--- config.mk ---
export PLATFORM = sky130hd
export DESIGN_NAME = crop_streamer
export DESIGN_NICKNAME = d
export VERILOG_FILES = /design/src/rtl/crop_streamer.sv
export SDC_FILE = /design/constraint.sdc
export NUM_CORES = 1
export LEC_CHECK = 0
export BUFFER_PORTS_ARGS = -buffer_cell sky130_fd_sc_hd__buf_2
export CAP_MARGIN = 20
export CORE_UTILIZATION = 60
export CTS_BUF_LIST = sky130_fd_sc_hd__clkbuf_4 sky130_fd_sc_hd__clkbuf_8
export DETAILED_ROUTE_END_ITERATION = 6
export GPL_TIMING_DRIVEN = 0
export PLACE_DENSITY = 0.84
export SYNTH_ARGS = -nofsm -noshare
export SYNTH_HDL_FRONTEND = slang
export SYNTH_SLANG_ARGS = --single-unit
--- constraint.sdc ---
create_clock -name clk -period 4.45 [get_ports clk]
set_input_delay 0.2225 -clock clk [delete_from_list [all_inputs] [get_ports clk]]
set_output_delay 0.2225 -clock clk [all_outputs]
set_load 0.01 [all_outputs]
--- src/rtl/crop_streamer.sv ---
// Crops an OUT_ROWS x OUT_COLS window from a raster-order IN_ROWS x IN_COLS pixel stream.
// Optional m_axis_tlast output enabled by defining CROP_STREAMER_TLAST_EN.
module crop_streamer #(
    parameter int IN_ROWS  = 64,
    parameter int IN_COLS  = 64,
    parameter int OUT_ROWS = 10,
    parameter int OUT_COLS = 10
) (
    input  logic                       clk,
    input  logic                       s_axis_resetn,
    input  logic                       ap_start,
    output logic                       ap_ready,
    output logic                       ap_done,
    input  logic [$clog2(IN_ROWS)-1:0] row_offset,
    input  logic [$clog2(IN_COLS)-1:0] col_offset,
    input  logic                       s_axis_tvalid,
    output logic                       s_axis_tready,
    input  logic [7:0]                 s_axis_tdata,
    output logic                       m_axis_tvalid,
    input  logic                       m_axis_tready,
    output logic [7:0]                 m_axis_tdata
`ifdef CROP_STREAMER_TLAST_EN
    ,
    output logic                       m_axis_tlast
`endif
);

    // state    | meaning
    // IDLE     | waiting for ap_start, ap_ready high
    // CROPPING | consuming the input frame
    // DRAIN    | input done, waiting for output register to empty
    // DONE     | one-cycle ap_done pulse
    localparam logic [1:0] IDLE     = 2'd0;
    localparam logic [1:0] CROPPING = 2'd1;
    localparam logic [1:0] DRAIN    = 2'd2;
    localparam logic [1:0] DONE     = 2'd3;

    localparam int RW   = $clog2(IN_ROWS);
    localparam int CW   = $clog2(IN_COLS);
    localparam int NPIX = OUT_ROWS * OUT_COLS;
    localparam int NW   = $clog2(NPIX + 1);

    localparam logic [RW-1:0] ROW_OFF_MAX = RW'(IN_ROWS - OUT_ROWS);
    localparam logic [CW-1:0] COL_OFF_MAX = CW'(IN_COLS - OUT_COLS);
    localparam logic [RW-1:0] ROW_LAST    = RW'(IN_ROWS - 1);
    localparam logic [CW-1:0] COL_LAST    = CW'(IN_COLS - 1);
    localparam logic [RW:0]   ROW_SPAN    = (RW+1)'(OUT_ROWS);
    localparam logic [CW:0]   COL_SPAN    = (CW+1)'(OUT_COLS);

    logic [1:0]    state;
    logic [RW-1:0] row;
    logic [RW-1:0] row_off;
    logic [CW-1:0] col;
    logic [CW-1:0] col_off;
    logic [NW-1:0] out_count;
    logic          s_beat;
    logic          in_win;
    logic          load;
    logic          frame_end;

    assign ap_ready      = (state == IDLE);
    assign ap_done       = (state == DONE);
    assign s_axis_tready = (state == CROPPING) && (!m_axis_tvalid || m_axis_tready);
    assign s_beat        = s_axis_tvalid && s_axis_tready;

    // widened compares so row_off + OUT_ROWS cannot overflow at the frame edge
    assign in_win = (row >= row_off) && ({1'b0, row} < ({1'b0, row_off} + ROW_SPAN)) &&
                    (col >= col_off) && ({1'b0, col} < ({1'b0, col_off} + COL_SPAN));
    assign load      = s_beat && in_win;
    assign frame_end = (row == ROW_LAST) && (col == COL_LAST);

    always_ff @(posedge clk or negedge s_axis_resetn) begin
        if (!s_axis_resetn) begin
            state   <= IDLE;
            row     <= '0;
            col     <= '0;
            row_off <= '0;
            col_off <= '0;
        end else begin
            case (state)
                IDLE: begin
                    if (ap_start) begin
                        row_off <= (row_offset > ROW_OFF_MAX) ? ROW_OFF_MAX : row_offset;
                        col_off <= (col_offset > COL_OFF_MAX) ? COL_OFF_MAX : col_offset;
                        row     <= '0;
                        col     <= '0;
                        state   <= CROPPING;
                    end
                end
                CROPPING: begin
                    if (s_beat) begin
                        if (col == COL_LAST) begin
                            col <= '0;
                            row <= row + RW'(1);
                        end else begin
                            col <= col + CW'(1);
                        end
                        if (frame_end) state <= DRAIN;
                    end
                end
                DRAIN: begin
                    if (!m_axis_tvalid || m_axis_tready) state <= DONE;
                end
                DONE:    state <= IDLE;
                default: state <= IDLE;
            endcase
        end
    end

    always_ff @(posedge clk or negedge s_axis_resetn) begin
        if (!s_axis_resetn) begin
            m_axis_tvalid <= 1'b0;
            m_axis_tdata  <= '0;
        end else if (load) begin
            m_axis_tvalid <= 1'b1;
            m_axis_tdata  <= s_axis_tdata;
        end else if (m_axis_tready) begin
            m_axis_tvalid <= 1'b0;
        end
    end

    // counts pixels handed to the output register; reaches NPIX by the end of a frame
    always_ff @(posedge clk or negedge s_axis_resetn) begin
        if (!s_axis_resetn) begin
            out_count <= '0;
        end else if ((state == IDLE) && ap_start) begin
            out_count <= '0;
        end else if (load) begin
            out_count <= out_count + NW'(1);
        end
    end

`ifdef CROP_STREAMER_TLAST_EN
    always_ff @(posedge clk or negedge s_axis_resetn) begin
        if (!s_axis_resetn) begin
            m_axis_tlast <= 1'b0;
        end else if (load) begin
            m_axis_tlast <= (out_count == NW'(NPIX - 1));
        end else if (m_axis_tready) begin
            m_axis_tlast <= 1'b0;
        end
    end
`endif

endmodule

==> impl_results.md <==
* Crit path buf inv count at 1
* Antenna cell count at 0
* Synthesized instance count at 227
* Net Count, Synth at about 280
* Synth Warn # at 0
* Class of the worst hold path: in -> async
* Endpoint class of the critical path: flip-flop
* Via count at 1775
* Mapped cell area at ~0.0022 sq mm
* First drt pass iteration count at 4
* H-tree depth at 2
* Leading post-synthesis cells by cell area: dfrtp_1, ha_1, mux2_4
* Final ANT Viol Nets at 0
* Global placer's final weighted congestion at 0.835
* Slowest Stage Delay on Critical Path at between 0.5 and 0.6 ns
* Max Slew Vio Count at 0
* Worst VDD drop at 0.316 mV
* Max Root-Sink Buffers at 2
* Post-synth EDFFs at 0
* FP Rows at 21
* Clock latency on the worst-skew pair at 0.29 ns
* Fraction of layout cells with a size suffix above 1 at 0.221
* Vias per cell at ~5.6
* Placed insts at a little over 300
* CTS tree: yes
* Max cap viols at 0
* Leak at 0.00138 uW
* Startpoint Class: flip-flop
* Commonest non-fill, non-tap cell in the layout: buf_2
* Post-synthesis register bit count at 35
* Unrepaired setup endpoints after global routing: no
* Most frequent cells in the layout: buf_2, dfrtp_1, ha_1
* GR Util met1 at 0.312
* NumNets Final at 325
* Yosys top cell area share at 0.393
* Clock transition at the registers of the reported paths at 0.07 ns
* Synth Flop Type: dfrtp_1
* First-pass GRT wire length at 7.86 mm
* Core Region at 0.00344 sq mm
* Die X at roughly 63 um
* Outcome: finished with violations
* Root Buffer: clkbuf_8
* Biggest area consumer among synthesized cells: dfrtp_1
* Placed cell area at 0.00246 sq mm
* Wire per inst at 14.0 um
* Number of distinct library cells after synthesis at 38
* Power Density at around 570 mW/mm^2
* Violated checks: hold timing
* DRC violations left at 0
* Die Area at slightly below 0.004 sq mm
* CTS Sinks at 35
* Final Non-Filler Cells at 317
* CTS buffer count at 5
* Worst Setup EP: m_axis_tdata[6]
* Number of hold buffers added after cts at 0
* Worst path cell trace: ha_1 -> o21ai_0 -> xnor2_1 -> ha_1 -> a21oi_1 -> o21ai_0 -> a22o_1 -> or4_1 -> buf_6 -> mux2_4
* Worst Reg2Reg Path Length in Cells at 10
* Relative slew margins at 0.461
* Critical path's slowest cell: or4_1
* CP Data Arrival Time at 3.21 ns
* Global route overflow at 0
* R2R setup slack at 1.42 ns
* Die height at 62.9 um
* Initial antenna violation count at 0
* Pwr Total at 1450 uW
* Post-layout min period at 3.03 ns
* Syn Area/Cell at about 10 sq um
* Detailed Place HPWL at roughly 3.5 mm
* Overall routed net length at roughly 4.4 mm
* Sum Neg Setup Slack at 0 ns
* Fin Hold WS at -0.00348 ns
* Final period util at 0.681
* Area growth from synthesis to final layout at 14.7%
* Critical R2R Launch: row_off[1]
* Worst EP required at between 4 and 5 ns
* Largest net degree at the start of global routing at 36
* Io pins at 37
* # resized after CTS at 0
* Fmax at 0.330 GHz
* CP Launch Point: row_off[1]
* Global-route usage over all layers at 0.259
* Vias in the first global route at 1809
* Clock skew at 0.00453 ns
* Setup violators final at 0
* Initial Util at 0.647
* DR iter-0 viols at 67
* Top Family by Delay on Critical Path: compound AO/OA/AOI/OAI gates
* Met2 Use GR at 0.431
* Final Hold Fails at 14
* Post-synthesis sequential area ratio at 0.393
* Worst setup path class: reg -> reg
* M3 GR Usage at 0.0675
* Crit-path max FO at 9
* Post-CTS setup buffers at 0
* Post-route cell area at 0.00255 sq mm
* Count of buffers from port buffering at 36
* Async SR Flop Fraction at 1.00
* Crit path depth at 10
* GRT Max-Usage Layer: met2
* Reg2reg end: m_axis_tdata[6]
* Measured slew at the worst slew-check pin at 0.801 ns
-- cell type report --
class | count | area (sq um)
clock buffer | 5 | 68.8
fill | 257 | 888
sequential | 35 | 876
clock inverter | 3 | 20.0
buffer | 4 | 22.5
multi-input combinational | 170 | 1260
inverter | 18 | 67.6
tap | 46 | 57.6
timing repair buffer | 36 | 180
-- cell families after synthesis --
logic type	synth area share
compound gates	0.132
xor+xnor	0.0393
mux	0.0837
buf+inv	0.0404
flops	0.393
fa+ha+maj	0.169
simple gates	0.143
-- cells in the mapped netlist, types with 4 or more instances --
library cell	count
nor2_1	9
nand3_1	12
inv_1	17
o21ai_0	18
mux2_2	5
ha_1	30
nand2_1	23
a21oi_1	14
mux2_4	8
xor2_1	6
nor3_1	6
dfrtp_1	35
xnor2_1	4
-- worst min-delay path by stage --
stage / startpoint / end / slack, ns / depth (start not counted)
finish: s_axis_resetn / col[3] / -0.003 / 1
global route: s_axis_resetn / col[0] / 0.06 / 1
CTS: s_axis_resetn / col[4] / 0.03 / 1
detailed placement: s_axis_resetn / row[2] / 0.34 / 1
global placement: s_axis_resetn / row[2] / 0.33 / 1
floorplan: s_axis_resetn / col[0] / -0.07 / 0
-- routing by layer --
| layer | part of all wire | vias to the layer above |
|---|---|---|
| met5 | 0 | - |
| met4 | 0.017 | 0 |
| met3 | 0.075 | 8 |
| met2 | 0.47 | 72 |
| met1 | 0.44 | 808 |
| li1 | - | 887 |
-- per-stage QoR --
step	util	setup slack [ns]
detailed placement	0.716	1.51
global placement	0.716	1.67
CTS	0.742	1.45
global route	0.742	1.32
finish	0.742	1.42
floorplan	-	1.80
-- where the power goes --
part | total, uW | internal, uW | switching, uW
clock | 230 | 109 | 121
sequential | 497 | 407 | 89.8
combinational | 728 | 321 | 407
total | 1450 | 837 | 618
-- worst reg2reg max path, cell delays in order (launching register included) --
cell     delay [ns]
dfrtp_1        0.43
ha_1           0.24
o21ai_0        0.25
xnor2_1        0.18
ha_1           0.28
a21oi_1        0.18
o21ai_0        0.11
a22o_1         0.20
or4_1          0.55
buf_6          0.18
mux2_4         0.30
-- state kept, by name, indices dropped and copies added, names as in the netlist --
| register | cells |
|---|---|
| m_axis_tdata | 8 |
| col | 6 |
| col_off | 6 |
| row | 6 |
| row_off | 6 |
| state | 2 |
| m_axis_tvalid | 1 |
Power figures use the tool's default switching activity.
